### src/rtl/mmio_uart_tx_if.sv
// Data-memory bus seen by the UART transmitter: the processor side is the master,
// the UART register window is the slave.
interface mmio_uart_tx_if;
  // A write commits at the rising edge where we = 1 and hit = 1; there is no
  // stall. Reads are combinational from current state with no wait states, and
  // rdata is 0 whenever hit = 0 so it can be OR-ed or muxed with dmem.
  logic        we;
  logic [31:0] addr;
  logic [31:0] wdata;
  logic [31:0] rdata;
  logic        hit;

  modport master (
    output we,
    output addr,
    output wdata,
    input  rdata,
    input  hit
  );

  modport slave (
    input  we,
    input  addr,
    input  wdata,
    output rdata,
    output hit
  );
endinterface

### src/rtl/mmio_uart_tx.sv
// Memory-mapped 8N1 UART transmitter with a small TX FIFO, sitting beside dmem.
// Registers: 0x0 TXDATA, 0x4 STATUS, 0x8 CTRL, 0xC reserved.
module mmio_uart_tx #(
  parameter logic [31:0] BASE_ADDR    = 32'hFFFF_0000,
  parameter int          CLKS_PER_BIT = 16,
  parameter int          FIFO_DEPTH   = 4
) (
  input  logic           clk,
  input  logic           reset,
  mmio_uart_tx_if.slave  bus,
  output logic           tx,
  output logic           irq,
  output logic [1:0]     state_dbg
);

  localparam int PW = $clog2(FIFO_DEPTH);
  localparam int CW = PW + 1;
  localparam int BW = (CLKS_PER_BIT > 2) ? $clog2(CLKS_PER_BIT) : 1;

  typedef enum logic [1:0] {
    IDLE  = 2'd0,
    START = 2'd1,
    DATA  = 2'd2,
    STOP  = 2'd3
  } state_t;

  state_t        state;
  logic [7:0]    fifo_mem [FIFO_DEPTH];
  logic [PW-1:0] wr_ptr;
  logic [PW-1:0] rd_ptr;
  logic [CW-1:0] count;
  logic [CW-1:0] count_nxt;
  logic          overflow;
  logic          irq_en;
  logic          irq_en_nxt;
  logic [BW-1:0] baud_cnt;
  logic [2:0]    bit_idx;
  logic [7:0]    sr;

  logic [1:0]    reg_sel;
  logic          sel_wr;
  logic          push_req;
  logic          ovf_clr;
  logic          ctrl_wr;
  logic          full;
  logic          empty;
  logic          pop;
  logic          push_ok;
  logic          baud_last;
  logic          idle_nxt;
  logic [4:0]    count_ext;
  logic          unused_bits;

  // Bus decode; addr[1:0] and the upper write-data bits carry no meaning here.
  assign bus.hit     = (bus.addr[31:4] == BASE_ADDR[31:4]);
  assign reg_sel     = bus.addr[3:2];
  assign sel_wr      = bus.we & bus.hit;
  assign push_req    = sel_wr && (reg_sel == 2'd0);
  assign ovf_clr     = sel_wr && (reg_sel == 2'd1) && bus.wdata[3];
  assign ctrl_wr     = sel_wr && (reg_sel == 2'd2);
  assign unused_bits = &{1'b0, bus.wdata[31:8], bus.addr[1:0]};

  assign full      = (count == CW'(FIFO_DEPTH));
  assign empty     = (count == '0);
  assign pop       = (state == IDLE) && !empty;
  // A pop in the same edge frees the slot, so a push into a full FIFO still lands.
  assign push_ok   = push_req && (!full || pop);
  assign baud_last = (baud_cnt == BW'(CLKS_PER_BIT - 1));
  assign state_dbg = state;

  always_comb begin
    count_nxt = count;
    if (push_ok && !pop) begin
      count_nxt = count + CW'(1);
    end else if (!push_ok && pop) begin
      count_nxt = count - CW'(1);
    end
  end

  assign irq_en_nxt = ctrl_wr ? bus.wdata[0] : irq_en;
  assign idle_nxt   = ((state == IDLE) && !pop) || ((state == STOP) && baud_last);

  // FIFO storage is not reset; count and pointers define what is valid.
  always_ff @(posedge clk) begin
    if (push_ok) begin
      fifo_mem[wr_ptr] <= bus.wdata[7:0];
    end
  end

  always_ff @(posedge clk) begin
    if (reset) begin
      wr_ptr   <= '0;
      rd_ptr   <= '0;
      count    <= '0;
      overflow <= 1'b0;
      irq_en   <= 1'b0;
    end else begin
      if (push_ok) begin
        wr_ptr <= wr_ptr + PW'(1);
      end
      if (pop) begin
        rd_ptr <= rd_ptr + PW'(1);
      end
      count <= count_nxt;
      if (push_req && full && !pop) begin
        overflow <= 1'b1;
      end else if (ovf_clr) begin
        overflow <= 1'b0;
      end
      irq_en <= irq_en_nxt;
    end
  end

  always_ff @(posedge clk) begin
    if (reset) begin
      state    <= IDLE;
      tx       <= 1'b1;
      irq      <= 1'b0;
      baud_cnt <= '0;
      bit_idx  <= 3'd0;
      sr       <= 8'd0;
    end else begin
      irq <= idle_nxt && (count_nxt == '0) && irq_en_nxt;
      case (state)
        IDLE: begin
          tx <= 1'b1;
          if (pop) begin
            sr       <= fifo_mem[rd_ptr];
            tx       <= 1'b0;
            baud_cnt <= '0;
            state    <= START;
          end
        end
        START: begin
          if (baud_last) begin
            tx       <= sr[0];
            bit_idx  <= 3'd0;
            baud_cnt <= '0;
            state    <= DATA;
          end else begin
            baud_cnt <= baud_cnt + BW'(1);
          end
        end
        DATA: begin
          if (baud_last) begin
            baud_cnt <= '0;
            sr       <= {1'b0, sr[7:1]};
            bit_idx  <= bit_idx + 3'd1;
            // sr[1] becomes sr[0] after this shift, so it is the next bit out.
            if (bit_idx == 3'd7) begin
              tx    <= 1'b1;
              state <= STOP;
            end else begin
              tx <= sr[1];
            end
          end else begin
            baud_cnt <= baud_cnt + BW'(1);
          end
        end
        STOP: begin
          if (baud_last) begin
            baud_cnt <= '0;
            state    <= IDLE;
          end else begin
            baud_cnt <= baud_cnt + BW'(1);
          end
        end
        default: begin
          state <= IDLE;
          tx    <= 1'b1;
        end
      endcase
    end
  end

  assign count_ext = 5'(count);

  always_comb begin
    bus.rdata = 32'd0;
    if (bus.hit) begin
      case (reg_sel)
        2'd1:    bus.rdata = {23'd0, count_ext, overflow, empty, full, (state != IDLE)};
        2'd2:    bus.rdata = {31'd0, irq_en};
        default: bus.rdata = 32'd0;
      endcase
    end
  end

endmodule

### src/flat_wrapper.sv
// flat-port wrapper written by rule: the top's interface ports become plain ports
module mmio_uart_tx_flat 
#(
  parameter logic [31:0] BASE_ADDR    = 32'hFFFF_0000,
  parameter int          CLKS_PER_BIT = 16,
  parameter int          FIFO_DEPTH   = 4
)
  (clk, reset, tx, irq, state_dbg, bus_we, bus_addr, bus_wdata, bus_rdata, bus_hit);
  mmio_uart_tx_if bus_i ();
  input  logic clk;
  input  logic reset;
  output logic tx;
  output logic irq;
  output logic [1:0] state_dbg;
  input wire logic [$bits(bus_i.we)-1:0] bus_we;
  input wire logic [$bits(bus_i.addr)-1:0] bus_addr;
  input wire logic [$bits(bus_i.wdata)-1:0] bus_wdata;
  output wire logic [$bits(bus_i.rdata)-1:0] bus_rdata;
  output wire logic [$bits(bus_i.hit)-1:0] bus_hit;
  assign bus_i.we = bus_we;
  assign bus_i.addr = bus_addr;
  assign bus_i.wdata = bus_wdata;
  assign bus_rdata = bus_i.rdata;
  assign bus_hit = bus_i.hit;
  mmio_uart_tx #(.BASE_ADDR(BASE_ADDR), .CLKS_PER_BIT(CLKS_PER_BIT), .FIFO_DEPTH(FIFO_DEPTH)) u_core (.clk(clk), .reset(reset), .bus(bus_i), .tx(tx), .irq(irq), .state_dbg(state_dbg));
endmodule
### config.mk
export PLATFORM = sky130hd
export DESIGN_NAME = mmio_uart_tx_flat
export DESIGN_NICKNAME = d
export VERILOG_FILES = /design/src/rtl/mmio_uart_tx_if.sv /design/src/rtl/mmio_uart_tx.sv /design/src/flat_wrapper.sv
export SDC_FILE = /design/constraint.sdc
export NUM_CORES = 1
export LEC_CHECK = 0
export ABC_AREA = 1
export CAP_MARGIN = 15
export CORE_MARGIN = 3
export CORE_UTILIZATION = 35
export CTS_BUF_LIST = sky130_fd_sc_hd__clkbuf_4 sky130_fd_sc_hd__clkbuf_8
export DETAILED_ROUTE_END_ITERATION = 10
export PLACE_DENSITY = 0.67
export SYNTH_ARGS = -nofsm -noshare
export SYNTH_HDL_FRONTEND = slang
export SYNTH_SLANG_ARGS = --single-unit
### constraint.sdc
create_clock -name clk -period 2.4 [get_ports clk]
set_input_delay 0.48 -clock clk [delete_from_list [all_inputs] [get_ports clk]]
set_output_delay 0.48 -clock clk [all_outputs]
set_load 0.03 [all_outputs]
# --- Word level (Yosys, flattened, before mapping) ---
# Memory sizes are Yosys's and may differ from the RTL's. A register that Yosys moved wholly into a read port is not among the register bits.
# Index checks and enable logic that the tools add are counted.
totals:
  regBits: 28
  ramBits: 32
  input_bits: 67
  elab_cells: 98
  n_memories: 1
memory_table:
  columns: ["name", "depth", "word_bits", "rd", "rd_clocked_by_memory_dff", "write_ports", "line", "text"]
  rows:
  - ["u_core.fifo_mem", 4, 8, 1, 1, 1, "mmio_uart_tx.sv:28", "logic [7:0] fifo_mem [FIFO_DEPTH];"]
op_classes:
  addsub: 6
  eq_ne: 14
  mux: 31
  bitwise: 1
  reduce_logical: 34
ops:
  columns: ["cell", "n"]
  rows:
  - ["two-way mux 32 bit", 1]
  - ["== test 28 bit (second input constant)", 1]
  - ["two-way mux 8 bit", 2]
  - ["case mux 8 bit (2 select lines)", 1]
  - ["logical AND 1 bit", 14]
  - ["two-way mux 2 bit", 7]
  - ["case mux 7 bit (2 select lines)", 1]
  - ["two-way mux 3 bit", 4]
  - ["!= test 2 x 1 -> 1 bit (second input constant)", 5]
  - ["two-way mux 1 bit", 9]
  - ["AND reduction 3 bit", 3]
  - ["two-way mux 4 bit", 2]
  - ["case mux 2 bit (4 select lines)", 1]
  - ["case mux 4 bit (2 select lines)", 1]
  - ["nonzero test 2 bit", 4]
  - ["adder 3 x 1 -> 3 bit (second input constant)", 2]
  - ["== test 2 bit (second input constant)", 3]
  - ["== test 3 bit (second input constant)", 2]
  - ["logical NOT 3 bit", 2]
  - ["case mux 3 bit (2 select lines)", 1]
  - ["AND reduction 5 bit", 1]
  - ["adder 2 x 1 -> 2 bit (second input constant)", 2]
  - ["adder 4 x 1 -> 4 bit (second input constant)", 1]
  - ["== test 2 x 1 -> 1 bit (second input constant)", 2]
  - ["other kinds (9)", 14]

# --- Longest topological paths before layout ---
depth:
  word_depth: 12
  ltp_mapped: 13

# --- Least setup slack after synthesis ---
# No wires, ideal clock.
synth_path:
  path_type: "input to output"
  startpoint: "in bus_addr[21]"
  endpoint: "out bus_rdata[1]"
  arrival_ns: 1.778
  required_ns: 1.920
  path_slack_ns: 0.142
  stages: 4
  n_path_buf: 0
  cell_sequence: "nand2_1 > nor2_2 > nand3_2 > nor4_1"
synth_via:
  elab_chain_cells: 2
synth_rtl:
  columns: ["item", "line", "text"]
  rows:
  - ["from (decl)", "flat_wrapper.sv:16", "input wire logic [$bits(bus_i.addr)-1:0] bus_addr;"]
  - ["== test 28 bit", "mmio_uart_tx.sv:55", "assign bus.hit = (bus.addr[31:4] == BASE_ADDR[31:4]);"]
  - ["two-way mux 32 bit", "mmio_uart_tx.sv:180", "if (bus.hit) begin"]
  - ["to (decl)", "flat_wrapper.sv:18", "output wire logic [$bits(bus_i.rdata)-1:0] bus_rdata;"]
# Every way passes these cells.

# --- Final worst setup path ---
layout_path:
  startpoint: "in bus_addr[20]"
  endpoint: "out bus_rdata[1]"
# Same word-level chain as after synthesis.

==> metrics.txt <==
min Tclk post-route 2.32 ns; number of non-filler instances in the completed layout between 500 and 600; area enclosed by the die boundary ~10000 um2; clock insertion delay at the later pin of the skew report between 0.3 and 0.4 ns; fraction of final layout cells with drive strength greater than 1 between 15 and 20%; HPWL Detailed 4810 um; post-detailed-route DRC marker count 0; number of warnings issued by yosys 0; EDFF count, synth 32; critical-path cell with the highest stage delay clkdlybuf4s50_1; overflow left after global routing 0; clock net sink count 62; Vias 2504; layout-stage area growth over the synthesis result 28.6%; distinct cell type count of the synthesized netlist 38; data arrival time at the worst-slack endpoint ~1.8 ns; max-capacitance violation count 0; number of cells in the design after placement about 520; overall routing resource usage between 10% and 20%; number of buffers created by CTS 9; netlist area before placement ~3200 um2; Critical Path End Type output pin; global placement routability congestion roughly 0.78; synth cell count leaders 51 x nand2_1, 39 x nor2_1, 32 x edfxtp_1, 31 x inv_1; Peak Freq about 430 MHz; number of placement rows 34; final wirelength approximately 6300 um; final core occ a little under half; antenna diode count 0; per-cell routed wire length approximately 12 um; cell types with the largest area share after synthesis edfxtp_1 30%, dfxtp_1 19%, ha_1 7.1%; number of fill cells in the layout around 820; Max Transition Viols Final 0; final count of hold timing violations 0; top cell type's share of synthesized area 30.1%; Clk Tree Root Cell clkbuf_8; initial standard-cell utilization of the core between 30 and 40%; maximum number of pins on one net before global-route repair 18; crit-path most repeated cell buf_4; Fin Clk Skew 0.00963 ns; predominant post-synthesis flop cell edfxtp_1; number of violations reported at the end of detailed-routing iteration 0 between 100 and 150; VDD IR-drop max roughly 0.45 mV; die height ~100 um; H-Tree Level Count 3; first-pass GRT wire length between 10000 and 15000 um; count of nets after finishing 512; most frequent cell after synthesis nand2_1; share of the cycle needed by the critical path after routing 96.6%; I/O Buffers 52; TritonCTS clock tree done; Syn Inst Count around 350; Seq/Total Area, Yosys just under 50%; leakage dissipation 0.00174 uW; worst-case clock buffer depth 2; count of state elements after synthesis between 60 and 70; number of antenna violations at the first check in global routing 0; mean post-synth cell area roughly 9.0 um2; ratio of routed vias to standard cells around 4.6; chain of cells forming the critical path clkdlybuf4s50_1 -> nand2_1 -> nor2_2 -> nand3_4 -> buf_4 -> nor4_4 -> buf_4; vias in the first global route ~2400; dominant cell type by area after synthesis edfxtp_1; number of optimization iterations in the first detailed-route pass 4; post-detailed-route count of antenna-violating nets 0; slowest cell delay on critical path roughly 0.46 ns; Core Area approximately 9000 um2; nature of the critical path startpoint input pin; crit path kind in -> out; clock input transition at the sequential cells of the worst setup and hold paths ~0.06 ns; die boundary width ~100 um; Max FO, Critical Path 2; worst endpoint required time between 1.5 and 2 ns; Worst Hold Margin 0.468 ns; power density over cell area 870 nW/um2; PnR Total Power roughly 3600 uW; share of synthesized registers carrying an async set or reset 0%; run status complete, no violations; count of endpoints failing setup in the final report 0; min-delay worst type reg -> reg; number of top-level pins approximately 100
-- final timing paths --
kind / start / depth (start not counted) / slack [ns] / end
worst max register to register: u_core.state_dbg[0] / 7 / 0.54 / u_core.tx
worst min-delay path: u_core.sr[7] / 2 / 0.47 / u_core.sr[7]
worst min register to register: u_core.sr[7] / 2 / 0.47 / u_core.sr[7]
worst max-delay path: bus_addr[20] / 7 / 0.08 / bus_rdata[1]
-- power by group --
group	switching [uW]	leakage, uW	total, uW	internal, uW
Clock	393	0.000118	1090	699
Sequential	87.5	0.000533	1320	1230
Combinational	737	0.00109	1160	426
-- registers in the layout (all words and copies together), names as in the netlist, 2 cells and up, named ones only --
signal	flops
u_core.wr_ptr	2
u_core.fifo_mem	32
u_core.baud_cnt	4
u_core.bit_idx	3
u_core.rd_ptr	2
u_core.state_dbg	2
u_core.count	3
u_core.sr	8
-- layout by cell type (no fill, tap or decap), drive strengths merged, types with 8 or more instances in the layout --
| cell | netlist | final |
|---|---|---|
| conb | 1 | 25 |
| buf | 26 | 25 |
| a21oi | 30 | 30 |
| clkdlybuf4s50 | 0 | 44 |
| ha | 18 | 18 |
| nand3 | 12 | 12 |
| nor2 | 44 | 44 |
| clkbuf | 5 | 10 |
| inv | 36 | 36 |
| dfxtp | 30 | 30 |
| o21ai | 33 | 33 |
| o22ai | 8 | 8 |
| nand2 | 55 | 55 |
| edfxtp | 32 | 32 |
-- metal layers --
metal / global-route usage [%] / routed length, um / vias to the layer above
met5: 0 / 0 / -
met4: 6.75 / 121 / 0
met3: 3.65 / 470 / 11
met2: 21.8 / 2950 / 99
met1: 14.6 / 2780 / 1106
li1: - / - / 1288
-- critical path: cells and delay by family --
| family | cells | cell delay, ns |
|---|---|---|
| buffers and inverters | 3 | 0.83 |
| AND/OR/NAND/NOR | 4 | 0.53 |
-- logic make-up after synthesis --
group,Yosys count,synth area share [%]
other,1,0.117
DFF,62,48.9
AOI/OAI and AO/OA,81,14.4
and+or+nand+nor,119,17.3
adders and majority gates,18,7.05
xor gates and xnor gates,4,1.10
buffers and inverters,69,11.1
-- repair_timing --
action	4_1_cts	5_1_grt
pin swaps	1	3
hold buffers	0	0
setup endpoints to repair	3	7
buffers inserted	1	1
gates resized for setup	1	5
endpoints found under the hold margin	0	0
-- layout make-up --
cell class                 count  area, um2  area share (%)
sequential                    62       1560            38.0
inverter                      38        143            3.47
timing repair buffer          69        628            15.3
multi-input combinational    247       1400            34.0
clock buffer                  10        131            3.20
clock inverter                 6        110            2.68
tap                          108        135            3.29
-- metrics by stage --
step / TNS (ns) / setup WS, ns / area (um2)
global placement: 0 / 0.00863 / 3820
floorplan: 0 / 0.142 / 3280
detailed placement: -0.00673 / -0.00673 / 3820
global route: -0.0136 / -0.0136 / 4110
finish: 0 / 0.0817 / 4110
CTS: 0 / 0.0169 / 4070
No activity file was read; power rests on OpenSTA's default activity.
